==> config.mk <==
export PLATFORM = sky130hd
export DESIGN_NAME = alu_share_arb_flat
export DESIGN_NICKNAME = d
export VERILOG_FILES = /design/src/rtl/alu_share_pkg.sv /design/src/rtl/alu_share_arb_if.sv /design/src/rtl/rr_pick2.sv /design/src/rtl/alu_share_arb.sv /design/src/flat_wrapper.sv
export SDC_FILE = /design/constraint.sdc
export NUM_CORES = 1
export LEC_CHECK = 0
export ABC_AREA = 1
export CORE_ASPECT_RATIO = 0.8
export CORE_MARGIN = 5
export CORE_UTILIZATION = 39
export DETAILED_ROUTE_END_ITERATION = 8
export HOLD_SLACK_MARGIN = 0.08
export PLACE_DENSITY_LB_ADDON = 0.05
export SETUP_SLACK_MARGIN = 0.3
export SLEW_MARGIN = 20
export SYNTH_ARGS = -nofsm -noshare
export SYNTH_HDL_FRONTEND = slang
export SYNTH_HIERARCHICAL = 1
export SYNTH_SLANG_ARGS = --single-unit
==> constraint.sdc <==
create_clock -name clk -period 3.26 [get_ports clk]
set_clock_uncertainty 0.05 [all_clocks]
set_input_delay 0.652 -clock clk [delete_from_list [all_inputs] [get_ports clk]]
set_output_delay 0.652 -clock clk [all_outputs]
set_load 0.01 [all_outputs]
==> src/rtl/alu_share_pkg.sv <==
// Shared definitions for the two-requester ALU sharing arbiter.
// Holds the ALU opcode map, the legality bound, and the stage payload
// structs used by the ISSUE and RESP registers.
package alu_share_pkg;

  localparam int unsigned NREQ = 2;
  localparam int unsigned W    = 32;

  // ALU control codes
  localparam logic [3:0] OP_ADD = 4'b0000;
  localparam logic [3:0] OP_SUB = 4'b0001;
  localparam logic [3:0] OP_AND = 4'b0010;
  localparam logic [3:0] OP_OR  = 4'b0011;
  localparam logic [3:0] OP_SLL = 4'b0100;
  localparam logic [3:0] OP_SRL = 4'b0101;
  localparam logic [3:0] OP_SRA = 4'b0110;
  localparam logic [3:0] OP_GT  = 4'b0111;
  localparam logic [3:0] OP_LT  = 4'b1000;
  localparam logic [3:0] OP_NOR = 4'b1001;

  // Highest opcode the ALU understands; everything above is reported as err.
  localparam logic [3:0] OP_MAX_LEGAL = 4'b1001;

  // Operation held in the ISSUE stage. op is the code actually sent to the ALU
  // (already forced to ADD for illegal requests).
  typedef struct packed {
    logic         id;
    logic [3:0]   op;
    logic [W-1:0] a;
    logic [W-1:0] b;
    logic [4:0]   shamt;
    logic         err;
  } issue_t;

  // Response held in the RESP stage.
  typedef struct packed {
    logic         id;
    logic [W-1:0] result;
    logic         ovf;
    logic         zero;
    logic         err;
  } resp_t;

  function automatic logic is_legal_op(logic [3:0] op);
    return op <= OP_MAX_LEGAL;
  endfunction

endpackage

==> src/rtl/alu_share_arb_if.sv <==
// Bundle of the request, ALU-control and response channels of the ALU
// sharing arbiter.
//   slave  : view of the arbiter (takes requests, drives ALU and responses)
//   master : view of the surroundings (requesters, ALU instance, consumer)
// Request channel : req_valid/req_ready per requester, req_op/a/b/shamt data
// ALU channel     : alu_in1/in2/ctrl/shamt out, alu_out/ovf/zero back
// Response channel: resp_valid/resp_ready, resp_id/result/ovf/zero/err
interface alu_share_arb_if #(
  parameter int unsigned W = 32
);

  logic [1:0]         req_valid;
  logic [1:0]         req_ready;
  logic [1:0][3:0]    req_op;
  logic [1:0][W-1:0]  req_a;
  logic [1:0][W-1:0]  req_b;
  logic [1:0][4:0]    req_shamt;

  logic [W-1:0]       alu_in1;
  logic [W-1:0]       alu_in2;
  logic [3:0]         alu_ctrl;
  logic [4:0]         alu_shamt;
  logic [W-1:0]       alu_out;
  logic               alu_ovf;
  logic               alu_zero;

  logic               resp_valid;
  logic               resp_ready;
  logic               resp_id;
  logic [W-1:0]       resp_result;
  logic               resp_ovf;
  logic               resp_zero;
  logic               resp_err;

  modport slave (
    input  req_valid, req_op, req_a, req_b, req_shamt,
    input  alu_out, alu_ovf, alu_zero,
    input  resp_ready,
    output req_ready,
    output alu_in1, alu_in2, alu_ctrl, alu_shamt,
    output resp_valid, resp_id, resp_result, resp_ovf, resp_zero, resp_err
  );

  modport master (
    output req_valid, req_op, req_a, req_b, req_shamt,
    output alu_out, alu_ovf, alu_zero,
    output resp_ready,
    input  req_ready,
    input  alu_in1, alu_in2, alu_ctrl, alu_shamt,
    input  resp_valid, resp_id, resp_result, resp_ovf, resp_zero, resp_err
  );

endinterface

==> src/rtl/rr_pick2.sv <==
// Two-way round-robin picker (purely combinational).
//   valid     : request valid per requester
//   prio      : requester that wins when both are valid
//   en        : grant allowed this cycle
//   grant_vld : a requester is granted
//   grant_id  : index of the granted requester (0 when nothing is granted)
// The priority pointer is owned by the caller.
module rr_pick2 (
  input  logic [1:0] valid,
  input  logic       prio,
  input  logic       en,
  output logic       grant_vld,
  output logic       grant_id
);

  always_comb begin
    grant_vld = en & (|valid);
    grant_id  = 1'b0;
    if (en) begin
      // Contention goes to prio; otherwise the lone valid requester wins.
      grant_id = (&valid) ? prio : valid[1];
    end
  end

endmodule

==> src/rtl/alu_share_arb.sv <==
// Round-robin arbiter/sequencer sharing one ALU between the EX slot
// (requester 0) and the branch/address helper (requester 1).
//   clk   : rising-edge clock
//   reset : synchronous, active-high; drops everything in flight
//   bus   : request, ALU-control and response channels (slave view)
// Two register stages: ISSUE drives the ALU operands, RESP captures the
// ALU result and presents it tagged with the requester id. One op per cycle
// when the consumer keeps resp_ready high; latency accept -> resp is 2 edges.
module alu_share_arb
  import alu_share_pkg::*;
(
  input  logic          clk,
  input  logic          reset,
  alu_share_arb_if.slave bus
);

  issue_t issue_q, issue_d;
  logic   issue_valid_q, issue_valid_d;
  resp_t  resp_q, resp_d;
  logic   resp_valid_q, resp_valid_d;
  logic   prio_q, prio_d;

  logic   advance_resp;
  logic   advance_issue;
  logic   grant_vld;
  logic   grant_id;
  logic   req_legal;
  issue_t new_entry;

  // Stage advance conditions
  always_comb begin
    advance_resp  = ~resp_valid_q | bus.resp_ready;
    advance_issue = ~issue_valid_q | advance_resp;
  end

  // Reset keeps ready low so nothing is accepted during reset.
  rr_pick2 u_pick (
    .valid     (bus.req_valid),
    .prio      (prio_q),
    .en        (advance_issue & ~reset),
    .grant_vld (grant_vld),
    .grant_id  (grant_id)
  );

  always_comb begin
    for (int i = 0; i < NREQ; i++) begin
      bus.req_ready[i] = grant_vld & (grant_id == 1'(i));
    end
  end

  // Entry built from the granted requester
  always_comb begin
    req_legal          = is_legal_op(bus.req_op[grant_id]);
    new_entry.id       = grant_id;
    new_entry.op       = req_legal ? bus.req_op[grant_id] : OP_ADD;
    new_entry.a        = bus.req_a[grant_id];
    new_entry.b        = bus.req_b[grant_id];
    new_entry.shamt    = bus.req_shamt[grant_id];
    new_entry.err      = ~req_legal;
  end

  // ISSUE stage and priority pointer
  always_comb begin
    issue_d       = issue_q;
    issue_valid_d = issue_valid_q;
    prio_d        = prio_q;
    if (advance_issue) begin
      issue_valid_d = grant_vld;
    end
    // Operands only change on accept so the ALU does not toggle while idle.
    if (grant_vld) begin
      issue_d = new_entry;
      prio_d  = ~grant_id;
    end
  end

  // RESP stage
  always_comb begin
    resp_d       = resp_q;
    resp_valid_d = resp_valid_q;
    if (advance_resp) begin
      resp_valid_d = issue_valid_q;
      if (issue_valid_q) begin
        resp_d.id     = issue_q.id;
        resp_d.err    = issue_q.err;
        // Illegal ops report a clean zero result regardless of the ALU.
        resp_d.result = issue_q.err ? '0   : bus.alu_out;
        resp_d.ovf    = issue_q.err ? 1'b0 : bus.alu_ovf;
        resp_d.zero   = issue_q.err ? 1'b0 : bus.alu_zero;
      end
    end
  end

  always_ff @(posedge clk) begin
    if (reset) begin
      issue_q       <= '0;
      issue_valid_q <= 1'b0;
      resp_q        <= '0;
      resp_valid_q  <= 1'b0;
      prio_q        <= 1'b0;
    end else begin
      issue_q       <= issue_d;
      issue_valid_q <= issue_valid_d;
      resp_q        <= resp_d;
      resp_valid_q  <= resp_valid_d;
      prio_q        <= prio_d;
    end
  end

  // Outputs
  always_comb begin
    bus.alu_in1     = issue_q.a;
    bus.alu_in2     = issue_q.b;
    bus.alu_ctrl    = issue_q.op;
    bus.alu_shamt   = issue_q.shamt;
    bus.resp_valid  = resp_valid_q;
    bus.resp_id     = resp_q.id;
    bus.resp_result = resp_q.result;
    bus.resp_ovf    = resp_q.ovf;
    bus.resp_zero   = resp_q.zero;
    bus.resp_err    = resp_q.err;
  end

endmodule

==> src/flat_wrapper.sv <==
// flat-port wrapper written by rule: the top's interface ports become plain ports
module alu_share_arb_flat import alu_share_pkg::*;
  (clk, reset, bus_req_valid, bus_req_op, bus_req_a, bus_req_b, bus_req_shamt, bus_alu_out, bus_alu_ovf, bus_alu_zero, bus_resp_ready, bus_req_ready, bus_alu_in1, bus_alu_in2, bus_alu_ctrl, bus_alu_shamt, bus_resp_valid, bus_resp_id, bus_resp_result, bus_resp_ovf, bus_resp_zero, bus_resp_err);
  alu_share_arb_if #(.W(32)) bus_i ();
  input  logic clk;
  input  logic reset;
  input wire logic [$bits(bus_i.req_valid)-1:0] bus_req_valid;
  input wire logic [$bits(bus_i.req_op)-1:0] bus_req_op;
  input wire logic [$bits(bus_i.req_a)-1:0] bus_req_a;
  input wire logic [$bits(bus_i.req_b)-1:0] bus_req_b;
  input wire logic [$bits(bus_i.req_shamt)-1:0] bus_req_shamt;
  input wire logic [$bits(bus_i.alu_out)-1:0] bus_alu_out;
  input wire logic [$bits(bus_i.alu_ovf)-1:0] bus_alu_ovf;
  input wire logic [$bits(bus_i.alu_zero)-1:0] bus_alu_zero;
  input wire logic [$bits(bus_i.resp_ready)-1:0] bus_resp_ready;
  output wire logic [$bits(bus_i.req_ready)-1:0] bus_req_ready;
  output wire logic [$bits(bus_i.alu_in1)-1:0] bus_alu_in1;
  output wire logic [$bits(bus_i.alu_in2)-1:0] bus_alu_in2;
  output wire logic [$bits(bus_i.alu_ctrl)-1:0] bus_alu_ctrl;
  output wire logic [$bits(bus_i.alu_shamt)-1:0] bus_alu_shamt;
  output wire logic [$bits(bus_i.resp_valid)-1:0] bus_resp_valid;
  output wire logic [$bits(bus_i.resp_id)-1:0] bus_resp_id;
  output wire logic [$bits(bus_i.resp_result)-1:0] bus_resp_result;
  output wire logic [$bits(bus_i.resp_ovf)-1:0] bus_resp_ovf;
  output wire logic [$bits(bus_i.resp_zero)-1:0] bus_resp_zero;
  output wire logic [$bits(bus_i.resp_err)-1:0] bus_resp_err;
  assign bus_i.req_valid = bus_req_valid;
  assign bus_i.req_op = bus_req_op;
  assign bus_i.req_a = bus_req_a;
  assign bus_i.req_b = bus_req_b;
  assign bus_i.req_shamt = bus_req_shamt;
  assign bus_i.alu_out = bus_alu_out;
  assign bus_i.alu_ovf = bus_alu_ovf;
  assign bus_i.alu_zero = bus_alu_zero;
  assign bus_i.resp_ready = bus_resp_ready;
  assign bus_req_ready = bus_i.req_ready;
  assign bus_alu_in1 = bus_i.alu_in1;
  assign bus_alu_in2 = bus_i.alu_in2;
  assign bus_alu_ctrl = bus_i.alu_ctrl;
  assign bus_alu_shamt = bus_i.alu_shamt;
  assign bus_resp_valid = bus_i.resp_valid;
  assign bus_resp_id = bus_i.resp_id;
  assign bus_resp_result = bus_i.resp_result;
  assign bus_resp_ovf = bus_i.resp_ovf;
  assign bus_resp_zero = bus_i.resp_zero;
  assign bus_resp_err = bus_i.resp_err;
  alu_share_arb u_core (.clk(clk), .reset(reset), .bus(bus_i));
endmodule
# Yosys cells after proc, flatten, opt, wreduce, memory -nomap -nowiden
# Cells that the tools add are included.
# totals
reg_bits	114
out_inout_bits	112
word_cells	44
# op_classes
n_lt_le_gt_ge	2
muxes	14
bitwise	11
reduce_logical	3
# ops
op	n
two-way mux 32 bit	5
two-way mux 4 bit	3
two-way mux 5 bit	2
inverter 1 bit	5
bitwise AND 1 bit	4
<= comparator 4 bit (second input constant)	1
two-way mux 1 bit	4
AND reduction 2 bit	2
< comparator 1 x 2 -> 1 bit (second input constant)	1
OR 1 bit	2
OR reduction 2 bit	1

# Logic depth before layout (Yosys ltp)
# logic_depth
ltp_word	9
mapped_depth	15
ltp_nobuf	13

# Modules after synthesis
# The synthesis kept the hierarchy.
# by_module_without_submodules
mod	n_inst	cells_each	area_each_um2	seq_area_each_um2
alu_share_arb	1	803	5459.0	2282.2
rr_pick2	1	5	23.8	0.0

# Least setup slack after synthesis
# No wires, ideal clock.
# synth_timing
kind	input to output
startpoint	in reset
endpoint	out bus_req_ready[1]
t_arrival_ns	2.058
required_time_ns	2.558
path_slack_ns	0.500
cell_stages	11
path_buffers	4
path_cell_list	clkbuf_1 > inv_1 > buf_2 > buf_4 > nand2_1 > inv_1 > nand2_1 > a21oi_2 > nand2_2 > inv_4 > buf_12
# synth_between
elab_chain_cells	4
# synth_lines
element	line_no	rtl
start, declared	flat_wrapper.sv:6	input logic reset;
inverter 1 bit	alu_share_arb.sv:40	.en (advance_issue & ~reset),
bitwise AND 1 bit	alu_share_arb.sv:40	
two-way mux 1 bit	rr_pick2.sv:19	if (en) begin
named net u_core.grant_id	alu_share_arb.sv:26	logic grant_id;
bitwise AND 1 bit	alu_share_arb.sv:47	bus.req_ready[i] = grant_vld & (grant_id == 1'(i));
end, declared	flat_wrapper.sv:16	output wire logic [$bits(bus_i.req_ready)-1:0] bus_req_ready;
# The timed path passes the listed nets, and every way through them passes these cells.

# Worst setup path in the final report
# layout_timing
startpoint	in bus_resp_ready
endpoint	out bus_req_ready[0]
# layout_between
elab_chain_cells	6
# layout_lines
element	line_no	rtl
start, declared	flat_wrapper.sv:15	input wire logic [$bits(bus_i.resp_ready)-1:0] bus_resp_ready;
OR 1 bit	alu_share_arb.sv:32	advance_resp = ~resp_valid_q | bus.resp_ready;
OR 1 bit	alu_share_arb.sv:33	advance_issue = ~issue_valid_q | advance_resp;
bitwise AND 1 bit	alu_share_arb.sv:40	
two-way mux 1 bit	rr_pick2.sv:19	
named net u_core.grant_id	alu_share_arb.sv:26	
inverter 1 bit	alu_share_arb.sv:47	
bitwise AND 1 bit	alu_share_arb.sv:47	
# The timed path passes the listed nets, and every way through them passes these cells.

==> results.md <==
* Max VDD drop at 0.000349 V
* Die Ht at 116 µm
* CTS buffer count at 17
* Antenna-violating nets left at 0
* Mapped Nets at 993
* Final hold violation count at 0
* Met3 wire len at 1.90 mm
* First-pass DRT Iterations at 5
* Final min period at 2840 ps
* Mean routed wirelength per cell at 14.1 µm
* DPL Wire Length at 11.9 mm
* Vias in the first global route at 5,138
* Max Fanout on Critical Path at 2
* Hold crit path type: reg -> reg
* WP data required at 2560 ps
* Inserted Diodes at 0
* Gate Count Post-Synth at 808
* Fin cells at 1,214
* Top-area cell type share of the netlist area at 41.6%
* Final Util at 62.3%
* Met2 Wirelength at 7.86 mm
* Final setup violation count at 0
* Initial drt markers at 211
* Top layer in use: met4
* # H-tree levels at 4
* Final Max Slew Viols at 0
* Cell area after synthesis at 5480 µm²
* Yosys cell types at 19
* Longest Clk Path Bufs at 2
* Worst setup SP type: input port
* Die area at 16,500 µm²
* PwrDens at 483 nW/µm²
* IO Count at 297
* Met1 wire length at 7.03 mm
* Placed cells at 1,179
* Filler cell count at 1,302
* Max_cap viols at 0
* Cts hold-fix bufs at 0
* Initial core utilization at 40.0%
* Design Power at 4.12 mW
* Die outline width at 143 µm
* Site Rows at 38
* Clk Latency, worst-skew pair at 400 ps
* Area after DPL at 7920 µm²
* RSZ-0062 raised after global routing: no
* TritonCTS clock tree: built
* Most common cell after layout, fill and taps aside: nand2_1
* Relative slew slack at 42.2%
* Routed Wire Length at 17.1 mm
* Root Buffer: clkbuf_16
* Syn_area_per_cell at 6.79 µm²
* Pin count of the biggest net entering global routing at 75
* Ys Warns at 6
* CTS sink count at 114
* Initial antenna violation count at 0
* P&R area growth vs syn at 55.5%
* Cell area after layout at 8530 µm²
* First-pass GRT wire length at 26.4 mm
* Nets@finish at 1,206
* All-Layer GR Usage at 20.2%
* Total global routing overflow at 0
* Sequential fraction of the synthesis area at 41.6%
* Synth top area cells: dfxtp_1, nand2_1, buf_4
* Crit path kind: in -> out
* Sequential Area at 2280 µm²
* Yosys reg bits at 114
* Fmax at 352 MHz
* Vias per cell at 4.35
* Leakage power at 3.94 nW
* Fin Setup TNS at 0 ps
* Share of layout cells above drive strength 1 at 6.00%
* Outcome: completed
* Slew @ Worst Pin at 867 ps
* Area occupied by multi-input gates at 2070 µm²
* GP Congestion at 0.792
* Setup crit end kind: primary output
* DRC violations left at 0
* Yosys top cell by area: dfxtp_1
* Most frequent cells in the layout: nand2_1, clkdlybuf4s50_1, dfxtp_1, inv_1, nand3_1
* CORE AREA at 13,700 µm²
* Final Cycle Share at 87.0%
* Port bufs at 296
* Via Count at 5,280
* Critical path arrival at 2140 ps
* Clock-pin slew of the registers on the worst-case setup and hold paths at 50 ps
==> Yosys cell counts <==
cell,n
nand2_1,361
dfxtp_1,114
buf_4,80
inv_1,79
nand3_1,72
a21oi_1,41
buf_2,21
nand2_2,9
buf_6,7
clkbuf_1,6
nor2_1,5
o21ai_0,5
nor2_2,2
a21oi_2,1
buf_12,1
inv_2,1
inv_4,1
nor2_8,1
nor3_1,1
==> cells by family (layout without fill, tap and decap cells) <==
kind of cell | count (synthesis) | in the layout | synth area share (%)
AND/OR/NAND/NOR | 451 | 451 | 33.3
buffers and inverters | 196 | 422 | 20.7
AO/OA/AOI/OAI | 47 | 47 | 4.36
flip-flops | 114 | 114 | 41.6
==> final cells by class <==
class                   instances  area share [%]
multi-input cells             498            24.3
repair buffers                309            35.9
clock inverters                15            1.86
flip-flops and latches        114            26.8
inverters                      81            3.60
well taps                     180            2.64
clock buffers                  17            4.99
==> routing by layer <==
layer	GRT usage, %	up-vias
met4	6.78	0
li1	-	2796
met5	0	-
met1	23.7	2281
met3	9.20	18
met2	32.9	185
==> stage by stage <==
stage / hold WS [ps] / setup slack, ps
final: 411 / 422
after global placement: 401 / 169
after floorplan: 396 / 500
after detailed placement: 406 / 108
after global routing: 429 / 316
after CTS: 413 / 329
==> repair_timing <==
item | CTS | global route
hold endpoints to repair | 0 | 0
setup endpoints to repair | 2 | 1
resized for setup | 3 | 1
setup buffers | 2 | 1
==> state kept, by name, indices dropped and copies added, names as in the netlist <==
name / cells
u_core/bus.alu_in1: 32
u_core/bus.alu_in2: 32
u_core/bus.resp_result: 32
u_core/bus.alu_shamt: 5
u_core/bus.alu_ctrl: 4
u_core/issue_q: 2
u_core/bus.resp_err: 1
u_core/bus.resp_id: 1
u_core/bus.resp_ovf: 1
u_core/bus.resp_valid: 1
u_core/bus.resp_zero: 1
u_core/issue_valid_q: 1
u_core/prio_q: 1
==> worst max-delay path, cell delays in order <==
cell and delay [ps]:
clkdlybuf4s50_1 450, inv_1 50, nand3_1 80, nand2_1 60
inv_1 60, nand2_1 90, a21oi_2 140, buf_4 140
buf_4 120, nor2_8 40, clkdlybuf4s15_1 250
==> final timing paths <==
kind	start	to	slack, ps	depth (start not counted)
max	bus_resp_ready	bus_req_ready[0]	420	11
min	u_core/bus.resp_result[15]$_SDFFE_PP0P_	u_core/bus.resp_result[15]$_SDFFE_PP0P_	410	2
min reg2reg	u_core/bus.resp_result[15]$_SDFFE_PP0P_	u_core/bus.resp_result[15]$_SDFFE_PP0P_	410	2
max reg2reg	u_core/bus.resp_valid$_SDFFE_PP0P_	u_core/bus.alu_in1[30]$_SDFFE_PP0P_	1020	13
==> report_power, final <==
group          total, mW  leakage [nW]  switching, mW  internal, mW
Clock               1.81         0.280          0.680          1.13
Combinational      0.777          2.72          0.336         0.441
Sequential          1.53         0.935         0.0439          1.49
Total               4.12          3.94           1.06          3.06
(Power assumes the default switching activity.)
